## config.mk

```make
export PLATFORM = sky130hd
export DESIGN_NAME = uart_packet_unbuffer
export DESIGN_NICKNAME = d
export VERILOG_FILES = /design/src/rtl/uart_pkg.sv /design/src/rtl/uart_packet_unbuffer.sv
export SDC_FILE = /design/constraint.sdc
export NUM_CORES = 1
export LEC_CHECK = 0
export ABC_AREA = 1
export CAP_MARGIN = 20
export CORE_MARGIN = 2
export CORE_UTILIZATION = 35
export DETAILED_ROUTE_END_ITERATION = 16
export GPL_ROUTABILITY_DRIVEN = 0
export GPL_TIMING_DRIVEN = 0
export HOLD_SLACK_MARGIN = 0.02
export PLACE_DENSITY = 0.61
export SLEW_MARGIN = 15
export SYNTH_ARGS = -nofsm -noshare
export SYNTH_HDL_FRONTEND = slang
export SYNTH_SLANG_ARGS = --single-unit
```

## constraint.sdc

```tcl
create_clock -name clk -period 9.85 [get_ports clk]
set_input_delay 0.985 -clock clk [delete_from_list [all_inputs] [get_ports clk]]
set_output_delay 0.985 -clock clk [all_outputs]
set_load 0.02 [all_outputs]
```

## src/rtl/uart_pkg.sv

```systemverilog
// Shared UART packet parameters and the packet-path state encoding.
package uart_pkg;

  localparam int unsigned PACKET_SIZE = 184;
  localparam int unsigned WORD_WIDTH  = 8;
  localparam int unsigned NUM_WORDS   = (PACKET_SIZE + WORD_WIDTH - 1) / WORD_WIDTH;

  // Packet transfer phases; also used by the collector side.
  typedef enum logic [1:0] {
    IDLE = 2'd0,
    SEND = 2'd1,
    DONE = 2'd2
  } state_e;

endpackage

```

## src/rtl/uart_packet_unbuffer.sv

```systemverilog
// Splits one captured packet into MSB-first words for the UART transmitter
// over a valid/ready handshake; one packet in flight at a time.
module uart_packet_unbuffer #(
  parameter int unsigned PACKET_SIZE = uart_pkg::PACKET_SIZE,
  parameter int unsigned WORD_WIDTH  = uart_pkg::WORD_WIDTH
) (
  input  logic                   clk,
  input  logic                   rst,
  input  logic                   load,
  input  logic [PACKET_SIZE-1:0] sys_packet,
  input  logic                   abort,
  output logic [WORD_WIDTH-1:0]  uart_word,
  output logic                   word_valid,
  input  logic                   word_ready,
  output logic                   busy,
  output logic                   done
);

  import uart_pkg::*;

  localparam int unsigned NUM_WORDS = (PACKET_SIZE + WORD_WIDTH - 1) / WORD_WIDTH;
  localparam int unsigned SR_W      = NUM_WORDS * WORD_WIDTH;
  localparam int unsigned PAD_W     = SR_W - PACKET_SIZE;
  localparam int unsigned IDX_W     = (NUM_WORDS > 1) ? $clog2(NUM_WORDS) : 1;

  state_e            state_q, state_d;
  logic [SR_W-1:0]   shreg_q, shreg_d;
  logic [IDX_W-1:0]  idx_q, idx_d;
  logic              word_valid_q, word_valid_d;
  logic              busy_q, busy_d;
  logic              done_q, done_d;

  logic              xfer;
  logic              last_word;

  assign xfer      = word_valid_q & word_ready;
  assign last_word = (idx_q == IDX_W'(NUM_WORDS - 1));

  // State and datapath registers with asynchronous reset.
  always_ff @(posedge clk or posedge rst) begin
    if (rst) begin
      state_q      <= IDLE;
      shreg_q      <= '0;
      idx_q        <= '0;
      word_valid_q <= 1'b0;
      busy_q       <= 1'b0;
      done_q       <= 1'b0;
    end else begin
      state_q      <= state_d;
      shreg_q      <= shreg_d;
      idx_q        <= idx_d;
      word_valid_q <= word_valid_d;
      busy_q       <= busy_d;
      done_q       <= done_d;
    end
  end

  // Next-state selection; abort overrides every other condition.
  always_comb begin
    state_d = state_q;
    unique case (state_q)
      IDLE:    if (load) state_d = SEND;
      SEND:    if (xfer && last_word) state_d = DONE;
      DONE:    state_d = IDLE;
      default: state_d = IDLE;
    endcase
    if (abort) state_d = IDLE;
  end

  // Next values of the shift register, word index and registered outputs.
  always_comb begin
    shreg_d      = shreg_q;
    idx_d        = idx_q;
    word_valid_d = word_valid_q;
    busy_d       = busy_q;
    done_d       = 1'b0;
    if (abort) begin
      idx_d        = '0;
      word_valid_d = 1'b0;
      busy_d       = 1'b0;
    end else begin
      unique case (state_q)
        IDLE: begin
          word_valid_d = 1'b0;
          busy_d       = 1'b0;
          if (load) begin
            // Left-align so the packet MSBs form word 0; unused low bits are zero.
            shreg_d      = SR_W'(sys_packet) << PAD_W;
            idx_d        = '0;
            word_valid_d = 1'b1;
            busy_d       = 1'b1;
          end
        end
        SEND: begin
          if (xfer) begin
            if (last_word) begin
              word_valid_d = 1'b0;
              busy_d       = 1'b0;
              done_d       = 1'b1;
            end else begin
              shreg_d = shreg_q << WORD_WIDTH;
              idx_d   = idx_q + IDX_W'(1);
            end
          end
        end
        DONE: begin
          word_valid_d = 1'b0;
          busy_d       = 1'b0;
        end
        default: begin
          idx_d        = '0;
          word_valid_d = 1'b0;
          busy_d       = 1'b0;
        end
      endcase
    end
  end

  assign uart_word  = shreg_q[SR_W-1 -: WORD_WIDTH];
  assign word_valid = word_valid_q;
  assign busy       = busy_q;
  assign done       = done_q;

endmodule

```

==> results of run 1 <==
metal layers:
layer / vias up / global-route usage, % / routed length [um]
li1: 5106 / - / -
met1: 4560 / 26.94 / 13820
met2: 227 / 30.15 / 13020
met3: 16 / 3.247 / 1419
met4: 2 / 3.409 / 184
met5: - / 0 / 11
final cells by class:
cell class / instances / area, um^2 / share of cell area, %
Clock inverter: 11 / 128.9 / 0.9614
Inverter: 13 / 56.30 / 0.4200
Antenna cell: 1 / 2.502 / 0.01867
Buffer: 125 / 649.4 / 4.844
Tap cell: 384 / 480.5 / 3.584
Sequential cell: 193 / 4830 / 36.03
Clock buffer: 19 / 452.9 / 3.379
Timing Repair Buffer: 201 / 2047 / 15.27
Multi-Input combinational cell: 1135 / 4758 / 35.50
sequential cells by signal, indices dropped and copies added (netlist names):
register and count:
idx_q 5, state_q 2, busy 1, done 1, shreg_q 184
cells by family (layout without fill, tap and decap cells):
logic type,count (synthesis),count (layout),share of synthesized area [%]
buffers and inverters,138,369,6.787
XOR/XNOR,2,2,0.1703
other,0,1,0
AO/OA/AOI/OAI,1,1,0.07301
flip-flops,193,193,46.95
AND/OR/NAND/NOR,1130,1130,45.77
adder cells (fa/ha/maj),2,2,0.2432
synthesized netlist by cell type (all sizes together):
library cell / instances / share of area (%)
buf: 94 / 5.2
clkbuf: 31 / 1.1
dfrtp: 193 / 47
ha: 2 / 0.24
inv: 13 / 0.47
nand2: 931 / 34
nand3: 9 / 0.49
nand4: 177 / 11
nor2: 13 / 0.55
o21a: 1 / 0.073
xor2: 2 / 0.17
path summary, 6_finish.rpt:
kind                                 to  depth (start not counted)        from  slack [ps]
hold / removal               shreg_q[6]                          2  shreg_q[6]         470
min in group asynchronous   shreg_q[81]                          2         rst         880
setup / recovery             word_valid                          2        busy        7250
max in group asynchronous   shreg_q[11]                          4         rst        7870
setup reg to reg           shreg_q[113]                          9    idx_q[0]        7880
hold reg to reg              shreg_q[6]                          2  shreg_q[6]         470
worst reg2reg max path, cell delays in order, from the launching register on:
cell      delay, ps
dfrtp_1         420
inv_1            60
ha_1            190
nand2_1          50
inv_1            70
nand3_2         150
buf_2           320
clkbuf_1        370
nand4_1         200
nand2_1         100
per-stage QoR:
step / setup WS (ps) / instances / cell area, um^2 / hold slack (ps)
3_3_place_gp: 734.4 / 2049 / 12760 / 457.1
3_5_place_dp: 6889 / 2051 / 12820 / 459.5
5_1_grt: 7202 / 2081 / 13400 / 494.4
4_1_cts: 7244 / 2081 / 13400 / 477.1
2_1_floorplan: 3609 / 1466 / 10290 / 442.2
6_report: 7249 / 2082 / 13410 / 470.7
where the power goes:
part	internal [uW]	leakage (uW)	switching, uW
registers	987	0.00245	109
clock network	388	0.000282	309
logic	271	0.00445	347
==> metrics.txt, run 1 <==
Post-CTS Hold Buffers 0; Die Wd 175.4 um; Synthesized Nets 1657; Hold Violations, Final 0; Slew HR 58.67%; pwr dens 179.8 nW/um^2; number of cell rows 62; CP Class reg2out; CTS tree built; Syn Area/Cell 7.016 um^2; Routed Antenna Nets 0; PortBufs 199; most common library cell in the layout ignoring fill and taps nand2_1; Startpoint Class flop; gr usage total 18.79%; most frequent cells in the layout 931 x nand2_1, 199 x clkdlybuf4s50_1, 193 x dfrtp_1; htree depth 4; Tot Pwr 2410 uW; CP Buf/Inv Count 2; Crit. End Element primary output; Residual DRC 0; Tightest Hold Check Type reg2reg; Cell Chain, Critical Path buf_4, clkdlybuf4s50_1; max incr delay on CP 590 ps; static leakage 0.007181 uW; Seq cells post-synth 193; # resized after CTS 0; Setup Buffers After CTS 0; Worst path slowest cell clkdlybuf4s50_1; Via Count 9911; Final Util 46.45%; VDD IR-drop max 0.1104 mV; synthesized instance count 1466; max-slew violations 0; initial antenna violation count 2; Tmin final 2601 ps; max cap viols 0; chip height 175.4 um; worst skew pair latency 430 ps; Final setup violation count 0; Area Overhead vs Synth 30.33%; CTS Buf Count 17; vias in the first global route 9670; Synth cell types 16; starting density of the core 35.64%; Tcrit/Tclk final 26.41%; Max Clk Rate 384.5 MHz; io pins 200; clk sink count 193; first-pass GRT wire length 47.33 mm; Critical Path RT 8870 ps; Clock Pin Slew Worst Setup and Hold Paths 70 ps; RSZ-0062 raised after global routing false; status finished, final reports clean; final WL 28.45 mm; FILL cells 2963; CTS Root Buffer Type clkbuf_16; cell area after synthesis 10290 um^2; Worst Skew 10.56 ps; Synth Warn # 0; Via density 4.760; pin count of the biggest net entering global routing 96; Max Root-Sink Buffers 2; CP delay by family, top buffers and inverters; wire per inst 13.67 um; Max Fanout on Critical Path 4; global route total overflow 0; die area 30780 um^2; DR iter-0 viols 657; Final nets 1877; HPWL after DPL 20.97 mm; sequential area share after synthesis 46.95%; drt pass-1 iters 5; slew at the pin closest to its max-slew limit 620.0 ps; Worst Path Arrival 1620 ps; CORE AREA 28860 um^2; setup TNS 0 ps; share of cells above drive strength 1 7.425%
No activity file was read; power rests on OpenSTA's default activity.
==> inputs of run 2 (changes only) <==
==> constraint.sdc (replaced) <==
create_clock -name clk -period 2.6 [get_ports clk]
set_input_delay 0.26 -clock clk [delete_from_list [all_inputs] [get_ports clk]]
set_output_delay 0.26 -clock clk [all_outputs]
set_load 0.02 [all_outputs]
==> run 2 against run 1 <==
Total power grew to 3.8 times the previous value. First-iteration DRC count is 2.3% lower. Cell count is 0.24% higher. Sequential share of layout area is 0.16 points lower. Worst setup slack worse by 6600 ps. Sequential cell count stayed put. Design area is 0.46% higher. Utilization is 0.21 points higher. Register-to-register slack worse by 7200 ps. Die area stayed put. Sequential power grew to 3.8 times the previous value. Critical endpoint is now shreg_q[64]. Largest cell class unchanged.
==> metrics.txt, run 2 (synthesized netlist as in run 1, its figures left out) <==
status finished, final reports clean; Max Root-Sink Buffers 2; Worst Path Arrival 2310 ps; CORE AREA 28860 um^2; FILL cells 2964; DR iter-0 viols 642; Routed Antenna Nets 0; CTS tree built; max cap viols 0; gr usage total 18.91%; Tot Pwr 9171 uW; Clock Pin Slew Worst Setup and Hold Paths 80 ps; Startpoint Class flop; most frequent cells in the layout 931 x nand2_1, 199 x clkdlybuf4s50_1, 193 x dfrtp_1; Tmin final 1946 ps; Tightest Hold Check Type in2async; Residual DRC 0; final WL 28.72 mm; dpl cells 2055; Finished Cell Area 13470 um^2; sequential cell area 4830 um^2; Placed Area 12880 um^2; first-pass GRT wire length 47.58 mm; Tcrit/Tclk final 74.84%; footprint of the multi-input gates 4758 um^2; Final nets 1881; io pins 200; Final setup violation count 0; die area 30780 um^2; global route total overflow 0; Crit. End Element flop; CTS Buf Count 17; share of cells above drive strength 1 7.692%; Hold Violations, Final 0; most common library cell in the layout ignoring fill and taps nand2_1; wire per inst 13.76 um; Max Clk Rate 513.9 MHz; RSZ-0062 raised after global routing false; slew at the pin closest to its max-slew limit 605.3 ps; Worst Skew 17.44 ps; vias in the first global route 9570; PnR worst setup slack 654.1 ps; starting density of the core 35.64%; Slew HR 59.65%; Critical Path RT 2970 ps; htree depth 4; Reg2Reg Setup Slack 650 ps; pwr dens 681.0 nW/um^2; HPWL after DPL 21.38 mm; Top Registers shreg_q: 184 flops, idx_q: 5 flops, state_q: 2 flops; Post-CTS Hold Buffers 0; Die Wd 175.4 um; chip height 175.4 um; CP Class reg2reg; Final Util 46.67%; ANT cells 0; PortBufs 199; Via Count 9849; Area Overhead vs Synth 30.92%; CTS Root Buffer Type clkbuf_16; Setup Buffers After CTS 0; number of cell rows 62; # resized after CTS 0; initial antenna violation count 1; Via density 4.719; Top reg by flops shreg_q; max reg flops 184; Layout Cells excl Fill 2087; drt pass-1 iters 5; clk sink count 193; Max Fanout on Critical Path 10; pre-CTS setup slack 382.8 ps; static leakage 0.007214 uW; worst skew pair latency 440 ps; VDD IR-drop max 0.4398 mV; max-slew violations 0; pin count of the biggest net entering global routing 35
## run 2: changes by cell type in the layout (fill, tap and decap cells not counted), moves of 2 or more
cell	before	now
buf_16	2	0
buf_12	0	6
inv_8	1	4
clkinv_4	2	5
## run 2: worst paths after layout
path                                from            to  cells past startpoint
max                           state_q[0]   shreg_q[64]                      7
min                                  rst   shreg_q[72]                      2
max reg2reg                   state_q[0]   shreg_q[64]                      7
min reg2reg                   shreg_q[7]    shreg_q[7]                      2
max in group asynchronous            rst  shreg_q[149]                      5
min in group clk           sys_packet[4]    shreg_q[4]                      3
## run 2: power breakdown
part / switching (uW) / total (uW) / internal (uW)
clock: 1270 / 2660 / 1390
combinational: 1320 / 2360 / 1030
sequential: 414 / 4150 / 3740
## run 2: worst max-delay path, cell delays in order (launching register included)
cell	delay, ps
dfrtp_1	430
inv_2	100
nor2_4	70
nand2_1	210
clkbuf_1	510
buf_2	310
nand4_1	140
nand2_1	100
## run 2: routing by layer
layer / routed length [um] / GRT usage, %
met1: 13800 / 26.75
met2: 13230 / 30.53
met3: 1465 / 3.420
met4: 216 / 3.650
met5: 12 / 0
## run 2: through the flow
step | setup TNS (ps) | hold WS (ps)
after floorplan | -29030 | 376.6
after global placement | -364670 | 455.9
after detailed placement | 0 | 458.5
after CTS | 0 | 78.47
after global routing | 0 | 81.36
final | 0 | 88.17
## run 2: layout make-up
class	instances	area share, %
timing repair buffer	205	15.68
multi-input combinational	1135	35.33
buffer	125	4.822
clock buffer	19	3.289
clock inverter	13	1.050
inverter	13	0.3902
tap	384	3.568
sequential	193	35.86
